<file path="config.mk">
export PLATFORM = sky130hd
export DESIGN_NAME = pb_key_scheduler
export DESIGN_NICKNAME = d
export VERILOG_FILES = /design/src/rtl/pb_pkg.sv /design/src/rtl/pb_key_scheduler_prio_enc20.sv /design/src/rtl/pb_key_scheduler.sv
export SDC_FILE = /design/constraint.sdc
export NUM_CORES = 1
export LEC_CHECK = 0
export ABC_CLOCK_PERIOD_IN_PS = 7000
export BUFFER_PORTS_ARGS = -buffer_cell sky130_fd_sc_hd__clkbuf_2
export CORE_ASPECT_RATIO = 1.2
export CORE_MARGIN = 5
export CORE_UTILIZATION = 52
export CTS_CLUSTER_SIZE = 16
export DETAILED_ROUTE_END_ITERATION = 10
export PLACE_DENSITY = 0.78
export SLEW_MARGIN = 20
export SYNTH_ARGS = -nofsm -noshare
export SYNTH_HDL_FRONTEND = slang
export SYNTH_SLANG_ARGS = --single-unit
</file>
<file path="constraint.sdc">
create_clock -name hz100 -period 7 [get_ports hz100]
set_input_delay 1.05 -clock hz100 [delete_from_list [all_inputs] [get_ports hz100]]
set_output_delay 1.05 -clock hz100 [all_outputs]
set_load 0.02 [all_outputs]
</file>
<file path="src/rtl/pb_pkg.sv">
// Shared types for the pushbutton key scheduler.
//   NUM_PB      : number of pushbuttons on the board
//   key_code_t  : 5-bit button index (0..NUM_PB-1)
//   pb_vec_t    : one bit per pushbutton
package pb_pkg;

  localparam int NUM_PB = 20;

  typedef logic [4:0]        key_code_t;
  typedef logic [NUM_PB-1:0] pb_vec_t;

endpackage

</file>
<file path="src/rtl/pb_key_scheduler_prio_enc20.sv">
// prio_enc20: combinational highest-index priority encoder.
// Ports:
//   req  in  20  request vector
//   idx  out 5   index of the highest set bit of req (0 when req is 0)
//   any  out 1   at least one request bit is set
module prio_enc20
  import pb_pkg::*;
(
  input  pb_vec_t   req,
  output key_code_t idx,
  output logic      any
);

  // Ascending scan: the last (highest) set bit wins.
  always_comb begin
    idx = '0;
    for (int i = 0; i < NUM_PB; i++) begin
      if (req[i]) idx = key_code_t'(i);
    end
  end

  assign any = |req;

endmodule

</file>
<file path="src/rtl/pb_key_scheduler.sv">
// pb_key_scheduler: synchronizes and debounces 20 pushbuttons, latches new
// presses into a pending set, grants them highest-index-first into a small
// key-code FIFO, and presents the FIFO head to a valid/ready consumer.
// Ports:
//   hz100      in  1   system clock, rising edge
//   reset      in  1   asynchronous active-low reset
//   pb         in  20  raw button levels (1 = pressed), asynchronous
//   key_code   out 5   FIFO head (0 when empty)
//   key_valid  out 1   FIFO non-empty
//   key_ready  in  1   consumer takes the head this cycle
//   pending    out 20  accepted presses not yet queued
//   overflow   out 1   sticky: a press was lost
module pb_key_scheduler
  import pb_pkg::*;
#(
  parameter int DEBOUNCE_CYCLES = 2,
  parameter int FIFO_DEPTH      = 4
) (
  input  logic      hz100,
  input  logic      reset,
  input  pb_vec_t   pb,
  output key_code_t key_code,
  output logic      key_valid,
  input  logic      key_ready,
  output pb_vec_t   pending,
  output logic      overflow
);

  localparam int              PW       = $clog2(FIFO_DEPTH);
  localparam int              CW       = PW + 1;
  localparam logic [3:0]      CNT_LAST = 4'(DEBOUNCE_CYCLES - 1);
  localparam logic [CW-1:0]   DEPTH_C  = CW'(FIFO_DEPTH);

  pb_vec_t         sync1_reg, sync2_reg;
  pb_vec_t         cand_reg, cand_next;
  pb_vec_t         stable_reg, stable_next;
  logic [3:0]      cnt_reg, cnt_next;
  pb_vec_t         pending_reg, pending_next;
  logic            overflow_reg;
  logic [PW-1:0]   wr_ptr_reg, rd_ptr_reg, rd_ptr_next;
  logic [CW-1:0]   count_reg, count_next;
  key_code_t       key_code_reg, head_next;
  logic            key_valid_reg;
  key_code_t       mem [FIFO_DEPTH];

  logic            stable_upd;
  pb_vec_t         rise, grant_mask;
  key_code_t       grant_idx;
  logic            grant_any, push, pop, lost;

  // Debounce: one shared candidate; stable only moves after cand has
  // matched sync2 for DEBOUNCE_CYCLES consecutive cycles.
  always_comb begin
    cand_next   = cand_reg;
    cnt_next    = cnt_reg;
    stable_next = stable_reg;
    stable_upd  = 1'b0;
    if (sync2_reg != cand_reg) begin
      cand_next = sync2_reg;
      cnt_next  = '0;
    end else if (cand_reg != stable_reg) begin
      if (cnt_reg == CNT_LAST) begin
        stable_next = cand_reg;
        cnt_next    = '0;
        stable_upd  = 1'b1;
      end else begin
        cnt_next = cnt_reg + 4'd1;
      end
    end else begin
      cnt_next = '0;
    end
  end

  assign rise = stable_upd ? (cand_reg & ~stable_reg) : '0;

  prio_enc20 u_prio (
    .req (pending_reg),
    .idx (grant_idx),
    .any (grant_any)
  );

  assign pop        = key_valid_reg & key_ready;
  assign push       = grant_any && ((count_reg < DEPTH_C) || pop);
  assign grant_mask = push ? (pb_vec_t'(1) << grant_idx) : '0;

  // Set wins over a same-edge grant clear, so a re-rise of the granted bit
  // stays pending (and a second code will follow).
  assign pending_next = (pending_reg & ~grant_mask) | rise;
  assign lost         = |(rise & pending_reg & ~grant_mask);

  assign count_next  = count_reg + CW'(push) - CW'(pop);
  assign rd_ptr_next = pop ? rd_ptr_reg + PW'(1) : rd_ptr_reg;

  // Next head value: bypass the pushed code when it lands in an empty slot
  // that becomes the head, otherwise read the stored entry.
  always_comb begin
    if (count_next == '0) begin
      head_next = '0;
    end else if (push && ((count_reg - CW'(pop)) == '0)) begin
      head_next = grant_idx;
    end else begin
      head_next = mem[rd_ptr_next];
    end
  end

  always_ff @(posedge hz100 or negedge reset) begin
    if (!reset) begin
      sync1_reg     <= '0;
      sync2_reg     <= '0;
      cand_reg      <= '0;
      stable_reg    <= '0;
      cnt_reg       <= '0;
      pending_reg   <= '0;
      overflow_reg  <= 1'b0;
      wr_ptr_reg    <= '0;
      rd_ptr_reg    <= '0;
      count_reg     <= '0;
      key_code_reg  <= '0;
      key_valid_reg <= 1'b0;
    end else begin
      sync1_reg     <= pb;
      sync2_reg     <= sync1_reg;
      cand_reg      <= cand_next;
      stable_reg    <= stable_next;
      cnt_reg       <= cnt_next;
      pending_reg   <= pending_next;
      overflow_reg  <= overflow_reg | lost;
      if (push) wr_ptr_reg <= wr_ptr_reg + PW'(1);
      rd_ptr_reg    <= rd_ptr_next;
      count_reg     <= count_next;
      key_code_reg  <= head_next;
      key_valid_reg <= (count_next != '0);
    end
  end

  // Storage is not reset; the pointers and count define what is valid.
  always_ff @(posedge hz100) begin
    if (push) mem[wr_ptr_reg] <= grant_idx;
  end

  assign key_code  = key_code_reg;
  assign key_valid = key_valid_reg;
  assign pending   = pending_reg;
  assign overflow  = overflow_reg;

endmodule

</file>
# --- Word level (Yosys, flattened, before mapping) ---
# Memory sizes are Yosys's and may differ from the RTL's.
# Cells that the tools add are included.
word_totals:
  reg_bits: 118
  latchBits: 0
  mem_bits_rw: 20
  rom_bits: 0
  inputBits: 23
  out_inout_bits: 27
  wordCells: 75
  mem_count: 1
memory_table:
  columns: ["memory", "words", "width", "rd", "rd_ports_with_merged_regs", "wr", "line_no", "rtl"]
  rows:
  - ["mem", 4, 5, 1, 0, 1, "pb_key_scheduler.sv:44", "key_code_t mem [FIFO_DEPTH];"]
op_classes:
  addsub: 6
  mul: 0
  div: 0
  order_cmp: 1
  eq_ne: 3
  shift: 1
  n_mux: 32
  n_bitwise: 10
  reduce_logical: 9
ops:
  columns: ["operator", "count"]
  rows:
  - ["$and 20x20->20", 4]
  - ["$mux 4", 11]
  - ["$mux 20", 2]
  - ["$ne 20x20->1", 2]
  - ["$not 20->20", 2]
  - ["$reduce_or 20->1", 2]
  - ["$mux 5", 6]
  - ["$or 20x20->20", 1]
  - ["$shl 1x5->20 const A", 1]
  - ["$mux 3", 4]
  - ["$logic_not 3->1", 2]
  - ["$mux 1", 6]
  - ["$mux 2", 3]
  - ["$sub 3x1->3", 2]
  - ["$add 2x1->2 const B", 2]
  - ["$add 4x1->4 const B", 1]
  - ["$eq 4x1->1 const B", 1]
  - ["$add 3x1->3", 1]
  - ["$lt 3x3->1 const B", 1]
  - ["$reduce_and 3->1", 1]
  - ["$reduce_bool 3->1", 1]
  - ["$logic_and 1x1->1", 2]
  - ["$and 1x1->1", 1]
  - ["$logic_or 1x1->1", 1]
  - ["2 further kinds", 2]

# --- Depth between registers and ports, before layout ---
logic_depth:
  ltp_word: 25
  mapped_depth: 15
  ltp_nobuf: 13

# --- By module ---
# A second synthesis with hierarchy kept.
unflattened:
  hier_cells: 464
  hier_area_um2: 5848.1
modules_own_cells:
  columns: ["module", "n_inst", "cells_each", "area_per_inst_um2", "seq_area_each_um2"]
  rows:
  - ["pb_key_scheduler", 1, 426, 5641.7, 3553.4]
  - ["prio_enc20", 1, 38, 206.4, 0.0]

# --- Worst setup path before layout ---
# OpenSTA, ideal clock, no wires.
synth_timing:
  kind: "in2reg"
  from: "in key_ready"
  to: "reg key_code_reg[0] (netlist: key_code[0])"
  setup_time_ns: 0.140
  t_arrival_ns: 3.305
  required_time_ns: 6.860
  setup_slack_ns: 3.555
  path_stages: 12
  path_buffers: 0
  path_cell_list: "a21boi_1 -> a31oi_2 -> inv_1 -> ha_1 -> inv_1 -> ha_1 -> inv_1 -> fa_1 -> xnor2_1 -> xnor2_1 -> nor3_1 -> nor2_1"
synth_via:
  elab_chain_len: 7
  word_cells_on_any_way: 13
  cone_classes: "add/sub (3); mux (3); bitwise (1); reduce/logical (5); memory (1)"
synth_lines:
  columns: ["item", "line_no", "rtl"]
  rows:
  - ["from (decl)", "pb_key_scheduler.sv:24", "input logic key_ready,"]
  - ["$and 1x1->1 (*)", "pb_key_scheduler.sv:82", "assign pop = key_valid_reg & key_ready;"]
  - ["$logic_or 1x1->1", "pb_key_scheduler.sv:83", "assign push = grant_any && ((count_reg < DEPTH_C) || pop);"]
  - ["$logic_and 1x1->1", "pb_key_scheduler.sv:83", null]
  - ["$add 3x1->3", "pb_key_scheduler.sv:91", "assign count_next = count_reg + CW'(push) - CW'(pop);"]
  - ["$sub 3x1->3 (*)", "pb_key_scheduler.sv:91", null]
  - ["net count_next[2]", "pb_key_scheduler.sv:41", "logic [CW-1:0] count_reg, count_next;"]
  - ["$logic_not 3->1 (*)", "pb_key_scheduler.sv:97", "if (count_next == '0) begin"]
  - ["$mux 5 (*)", "pb_key_scheduler.sv:97", null]
  - ["net head_next[0]", "pb_key_scheduler.sv:42", "key_code_t key_code_reg, head_next;"]
  - ["to (signal assigned)", "pb_key_scheduler.sv:131", "key_code_reg <= head_next;"]
  - ["to (decl)", "pb_key_scheduler.sv:42", null]
# Mark *: on every way through the listed nets, which the timed path passes. The rest lies on a longest branch.
# A chain may end at the register's enable or synchronous reset.

# --- Worst setup path in the final report ---
layout_timing:
  from: "reg pending_reg[16] (netlist: pending[16])"
  to: "reg key_code_reg[4] (netlist: key_code[4])"
layout_via:
  elab_chain_len: 6
  word_cells_on_any_way: 12
  cone_classes: "add/sub (2); mux (6); reduce/logical (4)"
layout_lines:
  columns: ["item", "line_no", "rtl"]
  rows:
  - ["from (decl)", "pb_key_scheduler.sv:38", "pb_vec_t pending_reg, pending_next;"]
  - ["from (signal assigned)", "pb_key_scheduler.sv:126", "pending_reg <= pending_next;"]
  - ["$reduce_or 20->1", "pb_key_scheduler_prio_enc20.sv:22", "assign any = |req;"]
  - ["$logic_and 1x1->1", "pb_key_scheduler.sv:83", null]
  - ["$add 3x1->3", "pb_key_scheduler.sv:91", null]
  - ["$sub 3x1->3", "pb_key_scheduler.sv:91", null]
  - ["net count_next[2]", "pb_key_scheduler.sv:41", null]
  - ["$logic_not 3->1", "pb_key_scheduler.sv:97", null]
  - ["$mux 5", "pb_key_scheduler.sv:97", null]
  - ["net head_next[4]", "pb_key_scheduler.sv:42", null]
# The timed path passes the listed nets, and every way through them passes these cells.

==> metrics <==
die area=about 0.013 mm^2; maximum clock rate=around 260 MHz; number of diodes=0; Fin. Hold Viols=0; sequential area share after synthesis=about three fifths; Async SR Flop Fraction=between 80% and 90%; most frequent cells in the layout=dfrtp_1 (118), clkbuf_2 (48), nand2_1 (46), inv_1 (33), ha_1 (29); synthesis-to-layout area growth=16.1%; met1 Resource Use GR=between 20% and 30%; via count=roughly 3700; synthesized area=just under 0.006 mm^2; Worst-path clk slew=roughly 0.06 ns; GRT Overall Usage=19.2%; DRT Pass-1 Iters=4; Fin Hold WS=0.345 ns; Initial Util=approximately 53%; Final Critical Period=3.84 ns; final WL=12000 um; peak supply drop=0.000246 V; CTS sink cnt=roughly 140; GR peak layer=met2; Max Slew Vio Count=0; multi-input logic area=0.00203 mm^2; PwrDens=between 300 and 400 mW/mm^2; Setup Fix Bufs, Post-CTS=0; GP Congestion=between 0.9 and 1; TritonCTS buffer count=17; CTS tree=built; status=finished clean; Core Area=around 0.011 mm^2; worst slew pin tran=~0.9 ns; Netlist cell types=61; Slew headroom=between 30% and 40%; Setup WS pre-CTS=2.80 ns; Hold Crit Class=register to register; Cells after Synth=483; Die Height=between 100 and 150 um; Top Ports=50; crit path launch type=register; most common cell after layout, fill and taps aside=dfrtp_1; Vias/cell=~5.6; H-tree levels=4; setup ws final=roughly 3.2 ns; Routed Antenna Nets=0; Final TNS setup=0 ns; hpwl dp=~8400 um; Critical Path Fanout Max=12; Finish-stage setup viols=0; pin count of the biggest net entering global routing=63; Clk Latency, worst-skew pair=0.41 ns; Arrival @ worst endpoint=4.10 ns; M2 GR Usage=about 31%; grt ovf=0; met3 Resource Use GR=5.48%; P_leak=~3 nW; vias in the first global route=between 3000 and 4000; main flop type after synthesis=dfrtp_1; Avg Inst Size Synth=12.1 um^2; fin crit share=54.9%; YS warnings=0; Clock Skews=0.0120 ns; clock root cell=clkbuf_16; site row count=between 40 and 50; Nets=a little under 600; Sequential cell area=between 0.003 and 0.004 mm^2; layout cells sized above 1=a little under a fifth; drt initial violations=about 170; post-cts sizing count=0; die width=107 um; Filler Cell Count=~850; DRC Markers=0; RSZ-0062 raised after global routing=false; CP endpoint kind=register; CTS Hold Bufs=0; Yosys reg bits=between 100 and 150; initial antenna violation count=0; syn_nets=between 500 and 600; Max Cap Viol=0; fin util=61.6%; Critical Path RT=7.26 ns; clk buf depth=2; EDFF count, synth=20; type of the worst setup path=register to register; average routed wire per standard cell=18.0 um; first-pass GRT wire length=a little under 20000 um; Buffers on Ports=49
[worst paths after layout]
kind,slack [ns],to,from,cells after the start
worst max-delay path,3.16,key_code[4],pending[16],13
worst min-delay path,0.35,sync2_reg[15],sync1_reg[15],0
worst max register to register,3.16,key_code[4],pending[16],13
worst min register to register,0.35,sync2_reg[15],sync1_reg[15],0
max in group asynchronous,5.07,pending[14],reset,2
min in group asynchronous,0.69,key_code[1],reset,1
[per-layer routing]
metal	vias to the layer above	wire length, um
met5	-	0
li1	1757	-
met4	0	430
met2	119	6130
met1	1840	4770
met3	28	697
[kinds of logic after synthesis]
group,count (synthesis),synth area share (%)
AO/OA/AOI/OAI,80,9.94
XOR/XNOR,28,4.21
adder cells (fa/ha/maj),30,6.57
buffers and inverters,64,4.27
flip-flops,138,61.0
multiplexers,7,2.28
AND/OR/NAND/NOR,136,11.8
[Yosys cell counts (all sizes together) (3+ instances only)]
| cell | n | share of area [%] |
|---|---|---|
| dfrtp | 118 | 51 |
| nand2 | 47 | 3.1 |
| inv | 35 | 2.3 |
| ha | 29 | 6.2 |
| nor2 | 29 | 2.0 |
| o21ai | 28 | 2.4 |
| clkbuf | 27 | 1.7 |
| edfxtp | 20 | 10 |
| a22o | 16 | 2.4 |
| xnor2 | 14 | 2.1 |
| xor2 | 14 | 2.1 |
| nand3 | 10 | 0.86 |
| nand4 | 10 | 1.1 |
| and2 | 9 | 0.97 |
| nor4 | 8 | 1.1 |
| nor3 | 7 | 0.69 |
| a21oi | 6 | 0.52 |
| a31oi | 6 | 0.75 |
| mux4 | 5 | 1.9 |
| nor2b | 4 | 0.43 |
| nand2b | 3 | 0.32 |
[stage by stage]
stage                     std cells  instance area (um^2)  power (mW)
after floorplan                 483                  5830        1.33
after global placement          636                  6140        1.47
after detailed placement        636                  6140        1.49
after CTS                       668                  6740        2.39
after global routing            669                  6760        2.48
final                           669                  6760        2.37
[cell type report]
| class | count | share of cell area, % |
|---|---|---|
| Inverter | 35 | 1.94 |
| Timing Repair Buffer | 51 | 4.18 |
| Clock inverter | 10 | 1.66 |
| Sequential cell | 138 | 52.5 |
| Tap cell | 132 | 2.44 |
| Clock buffer | 22 | 7.18 |
| Multi-Input combinational cell | 281 | 30.1 |
[critical path, stage by stage, from the launching register on]
cell,delay (ns)
dfrtp_1,0.46
or4_1,0.80
nor2_4,0.20
a31oi_2,0.19
inv_1,0.12
ha_1,0.23
inv_1,0.06
ha_1,0.14
inv_1,0.05
fa_1,0.39
xnor2_1,0.22
xnor2_1,0.12
nor3_1,0.56
nor2_1,0.14
[report_power, final]
| group | internal [mW] | switching (mW) |
|---|---|---|
| registers | 0.909 | 0.0479 |
| logic | 0.198 | 0.326 |
| clock network | 0.564 | 0.325 |
Power figures use the tool's default switching activity.
